$ cat src/rtl/xgmii_tx_framer.sv
// xgmii_tx_framer: turns a valid/ready 64-bit word stream into XGMII frames.
// Adds the start/preamble word, the terminate code group and the minimum inter-packet
// gap, and aborts a frame with an error code group if the source runs dry mid-frame.
// Optional build macro XGMII_TX_LINK_GATE_EN adds the xaui_status port and holds new
// frames back until the PHY reports all lanes synced and aligned.
module xgmii_tx_framer #(
    parameter int IPG_WORDS = 2
) (
    input  logic        clk,
    input  logic        reset,
    input  logic [63:0] tx_data,
    input  logic        tx_valid,
    input  logic        tx_end,
    input  logic [2:0]  tx_bytes,
    output logic        tx_ready,
    output logic [63:0] xgmii_txd,
    output logic [7:0]  xgmii_txc,
    output logic        tx_underrun,
    output logic [15:0] tx_frames
`ifdef XGMII_TX_LINK_GATE_EN
    ,
    input  logic [7:0]  xaui_status
`endif
);

    typedef enum logic [2:0] {S_IDLE, S_DATA, S_TERM, S_DRAIN, S_IPG} state_t;

    localparam logic [63:0] IDLE_WORD  = 64'h0707070707070707;
    localparam logic [63:0] START_WORD = 64'hD5555555555555FB;
    localparam logic [63:0] TERM_WORD  = 64'h07070707070707FD;
    localparam logic [63:0] ERROR_WORD = 64'h070707070707FDFE;
    // The IPG state emits IPG_WORDS + 1 idles, so IDLE can launch /S/ on its first cycle
    // and the wire still shows the full minimum gap.
    localparam logic [3:0]  IPG_LAST   = 4'(IPG_WORDS);

    state_t      state_reg, state_next;
    logic [63:0] txd_reg, txd_next;
    logic [7:0]  txc_reg, txc_next;
    logic        underrun_reg, underrun_next;
    logic [15:0] frames_reg, frames_next;
    logic [3:0]  ipg_cnt_reg, ipg_cnt_next;
    logic        link_ok;
    logic [63:0] partial_word;
    logic [7:0]  partial_txc;

`ifdef XGMII_TX_LINK_GATE_EN
    logic unused_status;
    assign unused_status = ^{xaui_status[7], xaui_status[1:0]};
    assign link_ok = (xaui_status[6:2] == 5'b11111);
`else
    assign link_ok = 1'b1;
`endif

    // Short last word: data in lanes below tx_bytes, /T/ in lane tx_bytes, idle above.
    generate
        for (genvar gi = 0; gi < 8; gi++) begin : g_lane
            localparam logic [2:0] LANE = 3'(gi);
            assign partial_word[8*gi +: 8] = (LANE < tx_bytes)  ? tx_data[8*gi +: 8] :
                                             (LANE == tx_bytes) ? 8'hFD : 8'h07;
        end
    endgenerate
    assign partial_txc = 8'hFF << tx_bytes;

    assign tx_ready    = (state_reg == S_DATA) || (state_reg == S_DRAIN);
    assign xgmii_txd   = txd_reg;
    assign xgmii_txc   = txc_reg;
    assign tx_underrun = underrun_reg;
    assign tx_frames   = frames_reg;

    // Next-state and next output word; idle word is the default load in every state.
    always_comb begin
        state_next    = state_reg;
        txd_next      = IDLE_WORD;
        txc_next      = 8'hFF;
        underrun_next = 1'b0;
        frames_next   = frames_reg;
        ipg_cnt_next  = ipg_cnt_reg;
        case (state_reg)
            S_IDLE: begin
                if (tx_valid && link_ok) begin
                    txd_next   = START_WORD;
                    txc_next   = 8'h01;
                    state_next = S_DATA;
                end
            end
            S_DATA: begin
                if (tx_valid) begin
                    if (!tx_end) begin
                        txd_next = tx_data;
                        txc_next = 8'h00;
                    end else if (tx_bytes == 3'd0) begin
                        txd_next   = tx_data;
                        txc_next   = 8'h00;
                        state_next = S_TERM;
                    end else begin
                        txd_next    = partial_word;
                        txc_next    = partial_txc;
                        frames_next = frames_reg + 16'd1;
                        state_next  = S_IPG;
                    end
                end else begin
                    // Source ran dry mid-frame: poison the frame and swallow the rest of it.
                    txd_next      = ERROR_WORD;
                    txc_next      = 8'hFF;
                    underrun_next = 1'b1;
                    state_next    = S_DRAIN;
                end
            end
            S_TERM: begin
                txd_next    = TERM_WORD;
                txc_next    = 8'hFF;
                frames_next = frames_reg + 16'd1;
                state_next  = S_IPG;
            end
            S_DRAIN: begin
                if (tx_valid && tx_end) begin
                    state_next = S_IPG;
                end
            end
            S_IPG: begin
                if (ipg_cnt_reg == IPG_LAST) begin
                    ipg_cnt_next = 4'd0;
                    state_next   = S_IDLE;
                end else begin
                    ipg_cnt_next = ipg_cnt_reg + 4'd1;
                end
            end
            default: state_next = S_IDLE;
        endcase
    end

    // State, output word and counters; the underrun pulse lines up with the error word.
    always_ff @(posedge clk) begin
        if (reset) begin
            state_reg    <= S_IDLE;
            txd_reg      <= IDLE_WORD;
            txc_reg      <= 8'hFF;
            underrun_reg <= 1'b0;
            frames_reg   <= 16'd0;
            ipg_cnt_reg  <= 4'd0;
        end else begin
            state_reg    <= state_next;
            txd_reg      <= txd_next;
            txc_reg      <= txc_next;
            underrun_reg <= underrun_next;
            frames_reg   <= frames_next;
            ipg_cnt_reg  <= ipg_cnt_next;
        end
    end

endmodule

$ cat config.mk
export PLATFORM = sky130hd
export DESIGN_NAME = xgmii_tx_framer
export DESIGN_NICKNAME = d
export VERILOG_FILES = /design/src/rtl/xgmii_tx_framer.sv
export SDC_FILE = /design/constraint.sdc
export NUM_CORES = 1
export LEC_CHECK = 0
export CAP_MARGIN = 5
export CORE_MARGIN = 4
export CORE_UTILIZATION = 38
export CTS_CLUSTER_SIZE = 28
export DETAILED_ROUTE_END_ITERATION = 10
export PLACE_DENSITY = 0.8
export SLEW_MARGIN = 20
export SYNTH_ARGS = -nofsm -noshare
export SYNTH_HDL_FRONTEND = slang
export SYNTH_SLANG_ARGS = --single-unit
$ cat constraint.sdc
create_clock -name clk -period 1.95 [get_ports clk]
set_input_delay 0.2925 -clock clk [delete_from_list [all_inputs] [get_ports clk]]
set_output_delay 0.2925 -clock clk [all_outputs]
set_load 0.01 [all_outputs]
* Word level (Yosys, flattened, before mapping)
Cells that the tools add are included.
** Word-level totals
- Register bits :: 96
- Bits of input ports :: 71
- Output and inout bits :: 90
** Operators by class
- $add $sub $neg :: 2
- $lt $le $gt $ge :: 8
- Eq/ne operators :: 19
- Shift operators :: 1
- Muxes and demuxes :: 38
- Bitwise logic cells :: 1
- Reduce and logical (&&, ||, !) cells :: 8
** Operators with widths (number)
- 2-to-1 mux 64 bit :: 4
- one-hot mux 64 bit (3 select lines) :: 1
- 2-to-1 mux 8 bit :: 19
- 2-to-1 mux 16 bit :: 3
- one-hot mux 16 bit (2 select lines) :: 1
- 2-to-1 mux 3 bit :: 6
- adder 16 x 1 -> 16 bit, second input constant :: 1
- one-hot mux 8 bit (2 select lines) :: 1
- one-hot mux 3 bit (5 select lines) :: 1
- equality test 3 bit, first input constant :: 4
- < comparator 3 bit, first input constant :: 4
- != test 2 bit, second input constant :: 5
- AND reduction 4 bit :: 2
- << shifter 8 x 3 -> 8 bit, first input constant :: 1
- equality test 2 x 3 -> 1 bit, first input constant :: 2
- equality test 3 x 2 -> 1 bit, second input constant :: 2
- logical NOT 3 bit :: 2
- < comparator 1 x 3 -> 1 bit, first input constant :: 2
- < comparator 2 x 3 -> 1 bit, first input constant :: 2
- adder 4 x 1 -> 4 bit, second input constant :: 1
- equality test 4 x 2 -> 1 bit, second input constant :: 1
- 2-to-1 mux 4 bit :: 1
- equality test 1 x 3 -> 1 bit, first input constant :: 1
- equality test 3 x 1 -> 1 bit, second input constant :: 1
- 9 further kinds :: 9

* Longest topological paths before layout
- Depth in word-level cells :: 7
- Depth in mapped cells :: 9
- Mapped depth without buffers :: 7

* Least setup slack after synthesis
Ideal clock, no wire load.
- Path kind :: in2reg
- Start point :: input tx_bytes[2]
- End point :: register frames_reg[12] (netlist: tx_frames[12])
- Setup time :: 0.071 ns
- Data arrival time :: 2.008 ns
- Required time :: 1.879 ns
- Path slack :: -0.129 ns
- Stages on the path :: 8
- Buffers on the path :: 2
- Cell sequence :: clkbuf_1 inv_1 ha_1 and2b_1 a41oi_4 buf_6 or4_1 a21oi_1
** On the way
- Cells in the longest elaborated chain, start to end :: 3
** RTL lines
- start: declaration :: RTL line 14 : input logic [2:0] tx_bytes,
- logical NOT 3 bit :: RTL line 91 : end else if (tx_bytes == 3'd0) begin
- != test 2 bit (no source line)
- AND reduction 4 bit (no source line)
- end signal: assignment :: RTL line 146 : frames_reg <= frames_next;
- end: declaration :: RTL line 40 : logic [15:0] frames_reg, frames_next;
Every way passes these cells.
A chain may end at the register's enable or synchronous reset.

* Worst setup path after layout
- Start point :: input tx_bytes[2]
- End point :: register frames_reg[11] (netlist: tx_frames[11])
The elaborated chain is that of the path after synthesis.

==> key figures <==
Outcome
  • Outcome: complete, no violations

Yosys
  • Yosys top cell by area: dfxtp_1
  • Synth warn: 0
  • Synth cell count leaders: 96 x dfxtp_1, 48 x a21oi_1, 33 x o21ai_0, 25 x nand2_1, 21 x or3_1
  • Top FF cell, synth: dfxtp_1
  • Avg Cell Area, Syn: 9.321 µm²
  • Post-synth top area share: 52.07%
  • Post-synthesis mux area share: 0.8136%
  • Mapped cell area: 0.003691 mm²
  • Synth area leaders: dfxtp_1 52%, a21oi_1 6.5%, o21ai_0 4.5%
  • Register area share after synthesis: 52.07%
  • Post-synth ARST share: 0%
  • Post-synthesis xor/xnor area fraction: 0.9492%
  • Synthesized Nets: 471
  • Gate Count Post-Synth: 396
  • Synth Area in Compound Gates: 20.00%
  • Yosys reg bits: 96
  • Post-synth cell types: 55
  • Synth Area in Adders: 1.356%
  • Post-synth EDFFs: 0
  • Largest family of logic cells by synthesized area: simple AND/OR/NAND/NOR gates
  • Count leader, synth: dfxtp_1
  • Simple-gate share of the synthesized area: 20.85%

Routing
  • DR vias: 3764
  • Final ANT Viol Nets: 0
  • Routed WL: 12.17 mm
  • 1st-pass router iterations: 4
  • Avg WL per Cell: 16.67 µm
  • Vias/cell: 5.156
  • DRC: 0
  • DRT iter0 DRCs: 148

Worst setup path
  • Crit. End Element: flop
  • Worst setup SP type: input pin
  • CP Data Arrival Time: 2.20 ns
  • Worst Path Required: 2.26 ns
  • Crit path kind: in -> reg
  • Crit-path max FO: 8

Timing
  • Final setup fails: 0
  • Period utilization: 97.14%
  • Worst slew pin tran: 0.5581 ns
  • Fin crit period: 1.894 ns
  • Max Clk Rate: 527.9 MHz
  • Final Slew Violations: 0
  • Rel. slew slack: 62.71%
  • Hold Vio Cnt, Final: 0
  • Clk_skew: 0.01543 ns

Global routing
  • Vias in the first global route: 3800
  • Overall global routing resource usage: 21.26%
  • First-pass GRT wire length: 19.15 mm
  • Grt total ovfl: 0
  • Initial antenna violation count: 1
  • Largest net degree at the start of global routing: 26

Die
  • DIE HEIGHT: 106.6 µm
  • Rows: 35
  • Die area: 0.01135 mm²
  • Initial Util: 39.57%
  • Core footprint: 0.009328 mm²
  • Num ports: 161
  • Die X: 106.6 µm

Layout
  • Util after Layout: 64.71%
  • Max FFs per register: 64
  • Nets@finish: 671
  • Share of cells above drive strength 1: 16.97%
  • Antenna cells: 0
  • Area added between synthesis and finish: 63.53%

Power and ir drop
  • Internal power: 0.003152 W
  • Clock power frac: 31.9%
  • Net Sw Frac: 26.90%
  • Static Leak: 2.286 nW
  • Sequential power share: 49.1%
  • Total power: 0.004311 W
  • Worst vdd ir: 0.0003820 V
  • Comb pwr share: 19.1%
  • P_sw: 0.001160 W
  • Pwr Density: 714.3 mW/mm²

Flow run
  • Max cap viols: 0

Place
  • Port Buffers: 160
  • Final HPWL from detailed placement: 9.283 mm
  • Final GP Congestion: 0.8488

Min path
  • Hold Crit Class: in -> reg

Clock network
  • Inserted Clock Buffers: 9
  • CTS tree: yes
  • Clk Latency, worst-skew pair: 0.38 ns
  • CTS H-tree lvls: 3
  • Clock Path Buffers: 2
  • Clock Sinks: 96
  • CTS clk-pin slew, worst paths: 0.11 ns
  • Root buffer cell: clkbuf_8
[path summary, 6_finish.rpt]
kind | from | endpoint | slack, ns | depth (start not counted)
max | tx_bytes[2] | tx_frames[11] | 0.06 | 8
min | tx_data[35] | xgmii_txd[35] | 0.47 | 3
max reg2reg | tx_frames[3] | tx_frames[15] | 0.13 | 4
min reg2reg | tx_frames[13] | tx_frames[13] | 0.51 | 2
[layer usage]
metal	vias up	routed length, µm	GRT usage, %
li1	1837	-	-
met5	-	13	0
met4	2	198	6.301
met3	19	980	6.740
met2	140	6157	38.42
met1	1766	4819	23.86
[cell usage in the layout (no fill, tap or decap), types with 3 or more instances in the layout]
cell type / count
ha_1: 3
o21a_1: 15
nor2b_1: 3
or3_1: 20
nor3_1: 11
nand3_1: 8
nor3b_1: 4
clkbuf_8: 9
o21ai_0: 33
a21oi_2: 5
or4_1: 7
dfxtp_1: 95
nand2_1: 25
o31ai_1: 10
dlygate4sd2_1: 3
a21oi_1: 43
clkdlybuf4s50_1: 157
inv_1: 6
nor2_1: 18
mux2i_1: 3
nand4_1: 6
buf_4: 53
o211ai_1: 4
xor2_1: 3
[power by group through the flow]
| stage | registers [W] | clock network, W | logic (W) |
|---|---|---|---|
| global route | 0.00213 | 0.00148 | 0.000882 |
| global placement | 0.00216 | 0 | 0.000803 |
| detailed placement | 0.00216 | 0 | 0.000816 |
| finish | 0.00211 | 0.00137 | 0.000822 |
| floorplan | 0.00220 | 0 | 0.000250 |
| CTS | 0.00211 | 0.00139 | 0.000821 |
[logic make-up (layout without fill, tap and decap cells)]
logic type / count (synthesis) / count (layout)
adders and majority gates: 4 / 4
AOI/OAI and AO/OA: 122 / 122
and+or+nand+nor: 133 / 133
muxes: 3 / 3
buffers and inverters: 34 / 239
DFF: 96 / 96
xor gates and xnor gates: 4 / 4
[metrics by stage]
step | area [µm²] | cells | worst slack, ns | TNS [ns] | hold slack, ns
after floorplan | 3699 | 396 | 0.006125 | 0 | 0.3963
after global placement | 5712 | 708 | -0.4642 | -29.15 | 0.4767
after detailed placement | 5712 | 708 | -0.5256 | -32.27 | 0.4874
after CTS | 5987 | 730 | 0.03722 | 0 | 0.4592
after global routing | 6036 | 730 | -0.009566 | -0.01136 | 0.4690
final | 6036 | 730 | 0.05570 | 0 | 0.4661
[final cells by class]
| cell class | count | area (µm²) |
|---|---|---|
| clock buffer | 9 | 123.9 |
| clock inverter | 7 | 83.83 |
| fill | 761 | 3292 |
| inverter | 8 | 30.03 |
| multi-input combinational | 266 | 1684 |
| sequential | 96 | 1926 |
| tap | 129 | 161.4 |
| timing repair buffer | 215 | 2027 |
[critical path, stage by stage]
cell and delay (ns):
clkdlybuf4s50_1 0.49, inv_2 0.05, ha_2 0.18, and2b_2 0.25, a41oi_4 0.13, buf_6 0.17
or4_1 0.51, a21oi_2 0.13
[timing repair]
| item | 4_1_cts | 5_1_grt |
|---|---|---|
| gates cloned | 0 | 0 |
| setup buffers | 6 | 0 |
| gates resized for setup | 10 | 14 |
| pin swaps | 2 | 5 |
| hold buffers | 0 | 0 |
| endpoints found under the setup margin | 50 | 32 |
No activity file was read; power rests on OpenSTA's default activity.
